===== src/rtl/lcd_rgb_timing_pkg.sv =====
// Shared timing constants and types for the RGB LCD timing controller.
// Defaults describe the 480x272 panel driven at 10 MHz from 50 MHz.
package lcd_rgb_timing_pkg;

    localparam int LCD_H_SYNC   = 41;
    localparam int LCD_H_BP     = 2;
    localparam int LCD_H_ACTIVE = 480;
    localparam int LCD_H_FP     = 2;
    localparam int LCD_V_SYNC   = 10;
    localparam int LCD_V_BP     = 2;
    localparam int LCD_V_ACTIVE = 272;
    localparam int LCD_V_FP     = 2;
    localparam int LCD_CLK_DIV  = 5;

    localparam int LCD_H_TOTAL =
        LCD_H_SYNC + LCD_H_BP + LCD_H_ACTIVE + LCD_H_FP;
    localparam int LCD_V_TOTAL =
        LCD_V_SYNC + LCD_V_BP + LCD_V_ACTIVE + LCD_V_FP;

    localparam int CNT_W   = 12;
    localparam int COORD_W = 9;

    typedef logic [23:0] rgb_t;
    typedef logic [COORD_W-1:0] coord_t;

    typedef struct packed {
        logic hs;
        logic vs;
        logic de;
    } sync_t;

    localparam sync_t SYNC_IDLE = '{hs: 1'b1, vs: 1'b1, de: 1'b0};

    // Active-area position, or 0 in blanking; truncated to the coord width.
    function automatic coord_t to_coord(
        input logic [CNT_W-1:0] cnt,
        input int unsigned      off,
        input logic             act
    );
        logic [CNT_W-1:0] rel;
        rel = cnt - CNT_W'(off);
        return act ? rel[COORD_W-1:0] : '0;
    endfunction

endpackage


===== src/rtl/lcd_rgb_timing_if.sv =====
// Pixel-fetch and panel-pin bundle of the LCD timing controller.
// master = timing controller, slave = pixel generator plus panel.
interface lcd_rgb_timing_if;
    import lcd_rgb_timing_pkg::*;

    logic   disp_en;
    rgb_t   lcd_data_in;
    coord_t cur_x;
    coord_t cur_y;
    logic   lcd_pclk;
    logic   lcd_hs;
    logic   lcd_vs;
    logic   lcd_de;
    rgb_t   lcd_rgb;
    logic   lcd_bl;
    logic   frame_start;

    modport master (
        input  disp_en,
        input  lcd_data_in,
        output cur_x,
        output cur_y,
        output lcd_pclk,
        output lcd_hs,
        output lcd_vs,
        output lcd_de,
        output lcd_rgb,
        output lcd_bl,
        output frame_start
    );

    modport slave (
        output disp_en,
        output lcd_data_in,
        input  cur_x,
        input  cur_y,
        input  lcd_pclk,
        input  lcd_hs,
        input  lcd_vs,
        input  lcd_de,
        input  lcd_rgb,
        input  lcd_bl,
        input  frame_start
    );

endinterface


===== src/rtl/lcd_sync_counter.sv =====
// One raster axis: wrapping counter with sync, active and wrap flags.
// Used for both lines (advanced by tick) and frames (advanced by line wrap).
module lcd_sync_counter
    import lcd_rgb_timing_pkg::*;
#(
    parameter int SYNC   = LCD_H_SYNC,
    parameter int BP     = LCD_H_BP,
    parameter int ACTIVE = LCD_H_ACTIVE,
    parameter int FP     = LCD_H_FP
) (
    input  logic             clk,
    input  logic             rst,
    input  logic             adv,
    output logic [CNT_W-1:0] cnt,
    output logic             sync_n,
    output logic             act,
    output logic             wrap
);

    localparam int TOTAL = SYNC + BP + ACTIVE + FP;

    localparam logic [CNT_W-1:0] LAST     = CNT_W'(TOTAL - 1);
    localparam logic [CNT_W-1:0] SYNC_END = CNT_W'(SYNC);
    localparam logic [CNT_W-1:0] ACT_LO   = CNT_W'(SYNC + BP);
    localparam logic [CNT_W-1:0] ACT_HI   = CNT_W'(SYNC + BP + ACTIVE);

    logic [CNT_W-1:0] cnt_q;
    logic [CNT_W-1:0] cnt_d;

    always_comb begin
        cnt_d = cnt_q;
        wrap  = adv && (cnt_q == LAST);
        if (adv) begin
            cnt_d = wrap ? '0 : cnt_q + CNT_W'(1);
        end
    end

    always_ff @(posedge clk or negedge rst) begin
        if (!rst) begin
            cnt_q <= '0;
        end else begin
            cnt_q <= cnt_d;
        end
    end

    assign cnt    = cnt_q;
    assign sync_n = (cnt_q >= SYNC_END);
    assign act    = (cnt_q >= ACT_LO) && (cnt_q < ACT_HI);

endmodule


===== src/rtl/lcd_rgb_timing.sv =====
// RGB LCD timing controller: pixel clock, HS/VS/DE, fetch coordinate,
// and a one-tick colour pipeline that keeps the sync pins aligned with RGB.
module lcd_rgb_timing
    import lcd_rgb_timing_pkg::*;
#(
    parameter int H_SYNC   = LCD_H_SYNC,
    parameter int H_BP     = LCD_H_BP,
    parameter int H_ACTIVE = LCD_H_ACTIVE,
    parameter int H_FP     = LCD_H_FP,
    parameter int V_SYNC   = LCD_V_SYNC,
    parameter int V_BP     = LCD_V_BP,
    parameter int V_ACTIVE = LCD_V_ACTIVE,
    parameter int V_FP     = LCD_V_FP,
    parameter int CLK_DIV  = LCD_CLK_DIV
) (
    input logic              clk,
    input logic              rst,
    lcd_rgb_timing_if.master lcd
);

    localparam int DIV_W = $clog2(CLK_DIV);

    localparam logic [DIV_W-1:0] DIV_LAST = DIV_W'(CLK_DIV - 1);
    localparam logic [DIV_W-1:0] DIV_HALF = DIV_W'(CLK_DIV / 2);

    logic [DIV_W-1:0] div_q;
    logic [DIV_W-1:0] div_d;
    logic             pclk_q;
    logic             pclk_d;
    logic             tick;

    logic [CNT_W-1:0] h_cnt;
    logic [CNT_W-1:0] v_cnt;
    logic             h_sync_n;
    logic             v_sync_n;
    logic             h_act;
    logic             v_act;
    logic             h_wrap;
    logic             v_wrap_unused;

    coord_t x_q;
    coord_t x_d;
    coord_t y_q;
    coord_t y_d;
    sync_t  raw_q;
    sync_t  raw_d;
    sync_t  pin_q;
    sync_t  pin_d;
    rgb_t   rgb_q;
    rgb_t   rgb_d;
    logic   bl_q;
    logic   bl_d;
    logic   fs_q;
    logic   fs_d;

    assign tick = (div_q == DIV_LAST);

    lcd_sync_counter #(
        .SYNC   (H_SYNC),
        .BP     (H_BP),
        .ACTIVE (H_ACTIVE),
        .FP     (H_FP)
    ) u_h (
        .clk    (clk),
        .rst    (rst),
        .adv    (tick),
        .cnt    (h_cnt),
        .sync_n (h_sync_n),
        .act    (h_act),
        .wrap   (h_wrap)
    );

    lcd_sync_counter #(
        .SYNC   (V_SYNC),
        .BP     (V_BP),
        .ACTIVE (V_ACTIVE),
        .FP     (V_FP)
    ) u_v (
        .clk    (clk),
        .rst    (rst),
        .adv    (h_wrap),
        .cnt    (v_cnt),
        .sync_n (v_sync_n),
        .act    (v_act),
        .wrap   (v_wrap_unused)
    );

    always_comb begin
        div_d  = tick ? '0 : div_q + DIV_W'(1);
        // Registered from the next divider value so pclk has no glitches.
        pclk_d = (div_d >= DIV_HALF);

        x_d   = x_q;
        y_d   = y_q;
        raw_d = raw_q;
        pin_d = pin_q;
        rgb_d = rgb_q;
        bl_d  = bl_q;
        fs_d  = 1'b0;

        if (tick) begin
            x_d   = to_coord(h_cnt, H_SYNC + H_BP, h_act);
            y_d   = to_coord(v_cnt, V_SYNC + V_BP, v_act);
            raw_d = '{hs: h_sync_n, vs: v_sync_n, de: h_act & v_act};
            // Colour for raw_q's pixel arrives now; pins move together.
            pin_d = '{hs: raw_q.hs,
                      vs: raw_q.vs,
                      de: raw_q.de & lcd.disp_en};
            rgb_d = pin_d.de ? lcd.lcd_data_in : '0;
            bl_d  = lcd.disp_en;
            fs_d  = (h_cnt == '0) && (v_cnt == '0);
        end
    end

    always_ff @(posedge clk or negedge rst) begin
        if (!rst) begin
            div_q  <= '0;
            pclk_q <= 1'b0;
            x_q    <= '0;
            y_q    <= '0;
            raw_q  <= SYNC_IDLE;
            pin_q  <= SYNC_IDLE;
            rgb_q  <= '0;
            bl_q   <= 1'b0;
            fs_q   <= 1'b0;
        end else begin
            div_q  <= div_d;
            pclk_q <= pclk_d;
            x_q    <= x_d;
            y_q    <= y_d;
            raw_q  <= raw_d;
            pin_q  <= pin_d;
            rgb_q  <= rgb_d;
            bl_q   <= bl_d;
            fs_q   <= fs_d;
        end
    end

    assign lcd.cur_x       = x_q;
    assign lcd.cur_y       = y_q;
    assign lcd.lcd_pclk    = pclk_q;
    assign lcd.lcd_hs      = pin_q.hs;
    assign lcd.lcd_vs      = pin_q.vs;
    assign lcd.lcd_de      = pin_q.de;
    assign lcd.lcd_rgb     = rgb_q;
    assign lcd.lcd_bl      = bl_q;
    assign lcd.frame_start = fs_q;

endmodule


===== src/flat_wrapper.sv =====
// flat-port wrapper written by rule: the top's interface ports become plain ports
module lcd_rgb_timing_flat import lcd_rgb_timing_pkg::*;
#(
    parameter int H_SYNC   = LCD_H_SYNC,
    parameter int H_BP     = LCD_H_BP,
    parameter int H_ACTIVE = LCD_H_ACTIVE,
    parameter int H_FP     = LCD_H_FP,
    parameter int V_SYNC   = LCD_V_SYNC,
    parameter int V_BP     = LCD_V_BP,
    parameter int V_ACTIVE = LCD_V_ACTIVE,
    parameter int V_FP     = LCD_V_FP,
    parameter int CLK_DIV  = LCD_CLK_DIV
)
  (clk, rst, lcd_disp_en, lcd_lcd_data_in, lcd_cur_x, lcd_cur_y, lcd_lcd_pclk, lcd_lcd_hs, lcd_lcd_vs, lcd_lcd_de, lcd_lcd_rgb, lcd_lcd_bl, lcd_frame_start);
  lcd_rgb_timing_if lcd_i ();
  input logic clk;
  input logic rst;
  input wire logic [$bits(lcd_i.disp_en)-1:0] lcd_disp_en;
  input wire logic [$bits(lcd_i.lcd_data_in)-1:0] lcd_lcd_data_in;
  output wire logic [$bits(lcd_i.cur_x)-1:0] lcd_cur_x;
  output wire logic [$bits(lcd_i.cur_y)-1:0] lcd_cur_y;
  output wire logic [$bits(lcd_i.lcd_pclk)-1:0] lcd_lcd_pclk;
  output wire logic [$bits(lcd_i.lcd_hs)-1:0] lcd_lcd_hs;
  output wire logic [$bits(lcd_i.lcd_vs)-1:0] lcd_lcd_vs;
  output wire logic [$bits(lcd_i.lcd_de)-1:0] lcd_lcd_de;
  output wire logic [$bits(lcd_i.lcd_rgb)-1:0] lcd_lcd_rgb;
  output wire logic [$bits(lcd_i.lcd_bl)-1:0] lcd_lcd_bl;
  output wire logic [$bits(lcd_i.frame_start)-1:0] lcd_frame_start;
  assign lcd_i.disp_en = lcd_disp_en;
  assign lcd_i.lcd_data_in = lcd_lcd_data_in;
  assign lcd_cur_x = lcd_i.cur_x;
  assign lcd_cur_y = lcd_i.cur_y;
  assign lcd_lcd_pclk = lcd_i.lcd_pclk;
  assign lcd_lcd_hs = lcd_i.lcd_hs;
  assign lcd_lcd_vs = lcd_i.lcd_vs;
  assign lcd_lcd_de = lcd_i.lcd_de;
  assign lcd_lcd_rgb = lcd_i.lcd_rgb;
  assign lcd_lcd_bl = lcd_i.lcd_bl;
  assign lcd_frame_start = lcd_i.frame_start;
  lcd_rgb_timing #(.H_SYNC(H_SYNC), .H_BP(H_BP), .H_ACTIVE(H_ACTIVE), .H_FP(H_FP), .V_SYNC(V_SYNC), .V_BP(V_BP), .V_ACTIVE(V_ACTIVE), .V_FP(V_FP), .CLK_DIV(CLK_DIV)) u_core (.clk(clk), .rst(rst), .lcd(lcd_i));
endmodule

===== config.mk =====
export PLATFORM = sky130hd
export DESIGN_NAME = lcd_rgb_timing_flat
export DESIGN_NICKNAME = d
export VERILOG_FILES = /design/src/rtl/lcd_rgb_timing_pkg.sv /design/src/rtl/lcd_rgb_timing_if.sv /design/src/rtl/lcd_sync_counter.sv /design/src/rtl/lcd_rgb_timing.sv /design/src/flat_wrapper.sv
export SDC_FILE = /design/constraint.sdc
export NUM_CORES = 1
export LEC_CHECK = 0
export BUFFER_PORTS_ARGS = -buffer_cell sky130_fd_sc_hd__buf_2
export CORE_UTILIZATION = 55
export CTS_CLUSTER_DIAMETER = 100
export CTS_CLUSTER_SIZE = 28
export DETAILED_ROUTE_END_ITERATION = 10
export PLACE_DENSITY = 0.81
export SETUP_SLACK_MARGIN = 0.3
export SYNTH_ARGS = -nofsm -noshare
export SYNTH_HDL_FRONTEND = slang
export SYNTH_SLANG_ARGS = --single-unit

===== constraint.sdc =====
create_clock -name clk -period 2.9 [get_ports clk]
set_input_delay 0.145 -clock clk [delete_from_list [all_inputs] [get_ports clk]]
set_output_delay 0.145 -clock clk [all_outputs]
set_load 0.02 [all_outputs]

# Word-level counts from Yosys, hierarchy flattened
# Cells that the tools add are included.
totals:
  reg_bits: 78
  in_bits: 27
op_classes:
  mux: 7
  n_bitwise: 2
  eq_ne: 3
  reduce_logical: 7
  n_addsub: 5
  n_lt_le_gt_ge: 7
op_table:
  columns: ["operator", "count"]
  rows:
  - ["$add 12x1->12 const B", 2]
  - ["$ge 12x4->1 const B", 2]
  - ["$ge 12x6->1 const B", 2]
  - ["$logic_not 12->1", 2]
  - ["$mux 12", 2]
  - ["$mux 24", 1]
  - ["$mux 9", 2]
  - ["$eq 12x10->1 const B", 1]
  - ["$eq 12x9->1 const B", 1]
  - ["$lt 12x10->1 const B", 1]
  - ["$lt 12x9->1 const B", 1]
  - ["$sub 9x4->9 const B", 1]
  - ["$sub 9x6->9 const B", 1]
  - ["$logic_and 1x1->1", 5]
  - ["$add 3x1->3 const B", 1]
  - ["$eq 3x3->1 const B", 1]
  - ["$ge 3x2->1 const B", 1]
  - ["$mux 3", 1]
  - ["$and 1x1->1", 2]
  - ["$mux 1", 1]

# Depth between registers and ports, before layout
logic_depth:
  ltp_word: 4
  depth_mapped: 8
  ltp_nobuf: 6

# By module
# From an unflattened synthesis, not the netlist that was laid out.
unflattened:
  cells_unflattened: 353
  hier_area_um2: 3748.6
by_module_without_submodules:
  columns: ["module", "instances", "seq_area_each_um2", "cells_each", "area_each_um2"]
  rows:
  - ["lcd_rgb_timing", 1, 1356.3, 214, 2333.5]
  - ["lcd_sync_counter at u_core.u_h", 1, 300.3, 71, 740.7]
  - ["lcd_sync_counter at u_core.u_v", 1, 300.3, 68, 674.4]

# Worst setup path before layout
# OpenSTA, ideal clock, no wires.
synth_path:
  kind: "register to register"
  from: "register u_core.u_h.cnt_q[6], in the netlist u_core.u_h.cnt[6]"
  to: "register u_core.x_q[2], in the netlist u_core.lcd.cur_x[2]"
  required_time_ns: 2.796
  period_less_slack_ns: 2.218
  setup_time_ns: 0.104
  path_buffers: 2
  path_slack_ns: 0.682
  arrival_time_ns: 2.114
  stages_incl_launch_ff: 7
  cell_sequence: "dfrtp_1 -> buf_6 -> or4_4 -> or4_4 -> o41a_2 -> buf_6 -> o41ai_4"
synth_between:
  elab_chain_cells: 3
synth_lines:
  columns: ["item", "line_no", "source"]
  rows:
  - ["start, declared", "lcd_sync_counter.sv:27", "logic [CNT_W-1:0] cnt_q;"]
  - ["start signal, assigned", "lcd_sync_counter.sv:42", "cnt_q <= cnt_d;"]
  - ["$ge 12x6->1 or $lt 12x10->1 (tied branches)", "lcd_sync_counter.sv:48", "assign act = (cnt_q >= ACT_LO) && (cnt_q < ACT_HI);"]
  - ["$logic_and 1x1->1 (*)", "lcd_sync_counter.sv:48", null]
  - ["$mux 9 (*)", "lcd_rgb_timing_pkg.sv:42", "return act ? rel[COORD_W-1:0] : '0;"]
  - ["end signal, assigned", "lcd_rgb_timing.sv:119", "x_q <= '0;"]
  - ["end signal, assigned", "lcd_rgb_timing.sv:129", "x_q <= x_d;"]
  - ["end, declared", "lcd_rgb_timing.sv:41", "coord_t x_q;"]
# Every way passes the cells marked *; elsewhere a longest branch is shown, timed or not.
# A chain may end at the register's enable or synchronous reset.

# Worst setup path in the final report
layout_path:
  from: "register u_core.u_h.cnt_q[6], in the netlist u_core.u_h.cnt[6]"
  to: "register u_core.u_v.cnt_q[5], in the netlist u_core.u_v.cnt[5]"
layout_between:
  elab_chain_cells: 4
layout_lines:
  columns: ["item", "line_no", "source"]
  rows:
  - ["$eq 12x10->1 (*)", "lcd_sync_counter.sv:32", "wrap = adv && (cnt_q == LAST);"]
  - ["$logic_and 1x1->1 (*)", "lcd_sync_counter.sv:32", null]
  - ["$logic_and 1x1->1", "lcd_sync_counter.sv:32", null]
  - ["$mux 12", "lcd_sync_counter.sv:34", "cnt_d = wrap ? '0 : cnt_q + CNT_W'(1);"]
  - ["end signal, assigned", "lcd_sync_counter.sv:42", null]
  - ["end, declared", "lcd_sync_counter.sv:27", null]
# Marks and branches as above.

==> results.tsv <==
stage	metric	value	unit
pwr	pleak	2.33	nW
job	max-cap-violations	0	
logic_synthesis	yosysWarnings	0	
worst_hold_path	hold_path.class	input pin to flip-flop	
worst_setup_path	endpoint_kind	flip-flop	
timing	report.final.hold_viol_count	0	
place	place.detailed.hpwl	5490	µm
logic_synthesis	most_area_hungry_cell_type_in_the_yosys_netlist	sky130_fd_sc_hd__dfrtp_1	
logic_synthesis	main_area_contributors_after_synthesis	sky130_fd_sc_hd__dfrtp_1 49%, sky130_fd_sc_hd__a22o_1 7.7%, sky130_fd_sc_hd__ha_1 4.0%	
logic_synthesis	mappedNetlistNets	383	
logic_synthesis	synthDominantCellAreaShare	49.3	%
cts	cts_buffers	9	
die	ports_placed_on_the_boundary	75	
place	port-buffer-count	74	
drt	drt_initial_violations	309	
logic_synthesis	synth_sequential_area_ratio	52.0	%
timing	rsz0062_at_grt	no	
logic_synthesis	synth_cell_types	50	
outcome	outcome	finished, violations left	
timing	timing.setup.tns	0	ns
die	dieHeight	84.7	µm
die	die-area	7170	µm²
die	initial_core_utilization	58.2	%
grt	residual_overflow_from_global_routing	0	
worst_setup_path	critical_path.most_common_cell	sky130_fd_sc_hd__or4_4	
worst_setup_path	cp_slowest_stage_delay	0.61	ns
pwr	p_per_area	425	nW/µm²
drt	via_per_instance_ratio	5.97	
place	routabilityCongestion	0.908	
cts	cts_tree	yes	
drt	postRouteAntennaNets	0	
worst_setup_path	r2r_setup_slk	0.55	ns
timing	final_period_util	80.9	%
cts	clk_lat_worst_skew	0.37	ns
drt	routed_wl	8780	µm
pwr	internal-power	0.00145	W
logic_synthesis	synthesis.instances	344	
layout	antennaDiodeCount	0	
timing	hold_ws	0.00132	ns
worst_setup_path	crit-reg2reg-launch	u_core.u_h.cnt[6]$_DFFE_PN0P_	
worst_setup_path	r2r.worst_path.cells	4	
cts	post_cts.repair.setup_buffers	0	
timing	setup-violations-final	0	
die	row_count	29	
layout	final_cell_mix	74 x sky130_fd_sc_hd__dfrtp_1, 73 x sky130_fd_sc_hd__buf_2, 33 x sky130_fd_sc_hd__a22o_1	
cts	cts.clk_slew.worst_paths	0.09	ns
timing	finalClockSkew	0.00986	ns
worst_setup_path	cp.arrival	2.62	ns
worst_setup_path	timing_worst_setup_path_type	flip-flop to flip-flop	
drt	detailroute.via_count	3040	
cts	post_cts.resized_instances	0	
pwr	power.switching_fraction	24.8	%
worst_setup_path	worst_setup_path_start_kind	flip-flop	
drt	drc	2	
timing	final_period_minus_worst_setup_slack	2.35	ns
cts	clockRootBuffer	sky130_fd_sc_hd__clkbuf_8	
logic_synthesis	synthArstFlopShare	100	%
worst_hold_path	worstHoldStart	lcd_lcd_data_in[13]	
worst_setup_path	critical_path.reg2reg.endpoint	u_core.u_v.cnt[5]$_DFFE_PN0P_	
timing	slew_headroom	36.2	%
drt	drt_pass1_iterations	10	
logic_synthesis	synth.cell_area	3760	µm²
logic_synthesis	synth_enable_flop_cells	0	
grt	largest_net_degree_at_the_start_of_global_routing	79	
timing	tightest_slew	0.957	ns
worst_setup_path	critical-path-top-delay-family	simple AND/OR/NAND/NOR gates	
die	core_box_area	6460	µm²
logic_synthesis	ys.flop_type	sky130_fd_sc_hd__dfrtp_1	
worst_hold_path	min_delay_path_depth	2	
worst_setup_path	crit_path_max_fanout	13	
timing	timing.fmax	0.426	GHz
timing	pins_over_slew_limit	0	
layout	final_common_cell	sky130_fd_sc_hd__dfrtp_1	
die	die_w	84.7	µm
worst_setup_path	crit_path_cell_trace	or4_4, or4_4, or3b_1, o31ai_1	
pwr	power_frac_seq	56.3	%
logic_synthesis	postSynthRegisterBits	78	
worst_setup_path	worst-path-buf-inv	0	
grt	number_of_global_route_vias_before_repair	3020	
cts	clock_sink_count	78	
grt	grt_antenna_before_repair	0	
worst_hold_path	hold_end	u_core.lcd.lcd_rgb[13]$_DFFE_PN0P_	
layout	finish.net_count	466	
pwr	total_switching_power	0.000480	W
drt	route.detailed.wl_per_inst	17.2	µm
outcome	violations	DRC	
worst_setup_path	timing.critical_path.required	3.17	ns
grt	global_route_wire_length_before_repair	14700	µm
cts	cts_max_level	3	
pwr	vdd_ir_drop_max	0.292	mV
layout	drive_above_1_share	26.2	%
logic_synthesis	syn_area_per_cell	10.9	µm²
worst_setup_path	critical-path-slowest-cell	sky130_fd_sc_hd__or4_4	
cts	cts_hold_buffers	22	
pwr	combinational_fraction_of_design_power	3.4	%
grt	grt_util_all_layers	26.2	%
layout	flow.area_growth_from_synthesis	20.9	%
cts	cts_max_path_buffers	2	
pwr	power.share.clock	40.3	%
[synth_stat cells (all sizes together) (3+ instances only)]
cell type	number
ha	12
o31ai	9
nor3	3
nor2	14
inv	11
dfrtp	74
a21oi	3
nand3	13
or4	6
and2	8
dfstp	4
and4	5
nand2	31
xnor2	12
a211o	3
nand4	8
buf	5
xor2	12
a22o	33
clkbuf	24
a21o	5
o21ai	13
a211oi	4
nor4	7
nor4b	3
[cell families after synthesis]
logic type               synth area share (%)
AND/OR/NAND/NOR                          15.9
AO/OA/AOI/OAI                            17.3
flip-flops                               52.0
buffers and inverters                    4.59
XOR/XNOR                                 5.59
adder cells (fa/ha/maj)                  3.99
multiplexers                            0.566
[final cells by class]
type,instances,area [µm²]
Sequential cell,78,1960
Fill cell,470,1910
Multi-Input combinational cell,226,1630
Timing Repair Buffer,101,631
Clock buffer,9,124
Tap cell,77,96.3
Clock inverter,7,65.1
Inverter,11,41.3
[registers in the layout, summed over array words and instances (netlist names)]
name,cells
u_core.u_v.cnt,12
u_core.lcd.cur_x,9
u_core.u_h.cnt,12
u_core.lcd.lcd_de,1
u_core.lcd.lcd_pclk,1
u_core.raw_q,3
u_core.div_q,3
u_core.lcd.lcd_hs,1
u_core.lcd.lcd_bl,1
u_core.lcd.frame_start,1
u_core.lcd.lcd_rgb,24
u_core.lcd.cur_y,9
u_core.lcd.lcd_vs,1
[routing by layer]
layer,track usage [%],vias up,share of wire [%]
met2,41.8,108,50
met3,6.19,22,5.0
met4,11.4,0,2.6
met5,0,-,0
li1,-,1416,-
met1,34.3,1494,43
[power groups by stage]
stage | clock, W | sequential [W] | combinational, W
2_1_floorplan | 0 | 0.00111 | 0.000000506
3_3_place_gp | 0 | 0.00111 | 0.0000404
3_5_place_dp | 0 | 0.00111 | 0.0000413
4_1_cts | 0.000799 | 0.00109 | 0.0000643
5_1_grt | 0.000834 | 0.00109 | 0.0000712
6_report | 0.000778 | 0.00109 | 0.0000648
[how the worst max path moves through the flow]
stage                                            endpoint  slack [ns]  cells past startpoint                          start
after global routing        u_core.u_v.cnt[0]$_DFFE_PN0P_        0.45                      4  u_core.u_h.cnt[6]$_DFFE_PN0P_
after floorplan           u_core.lcd.cur_x[2]$_DFFE_PN0P_        0.68                      6  u_core.u_h.cnt[6]$_DFFE_PN0P_
after global placement      u_core.u_v.cnt[5]$_DFFE_PN0P_        0.62                      4  u_core.u_h.cnt[6]$_DFFE_PN0P_
final                       u_core.u_v.cnt[5]$_DFFE_PN0P_        0.55                      4  u_core.u_h.cnt[6]$_DFFE_PN0P_
after CTS                   u_core.u_v.cnt[0]$_DFFE_PN0P_        0.56                      4  u_core.u_h.cnt[6]$_DFFE_PN0P_
after detailed placement    u_core.u_v.cnt[0]$_DFFE_PN0P_        0.58                      4  u_core.u_h.cnt[6]$_DFFE_PN0P_
[stage by stage]
stage	cells	worst slack, ns	instance area (µm²)	total power (W)	util (%)
after floorplan	344	0.682	3760	0.00111	-
after global placement	471	0.619	4140	0.00115	64.1
after detailed placement	471	0.581	4140	0.00115	64.1
after CTS	509	0.563	4550	0.00195	70.4
after global routing	509	0.453	4550	0.00199	70.4
final	509	0.555	4550	0.00193	70.4
No activity file was read; power rests on OpenSTA's default activity.
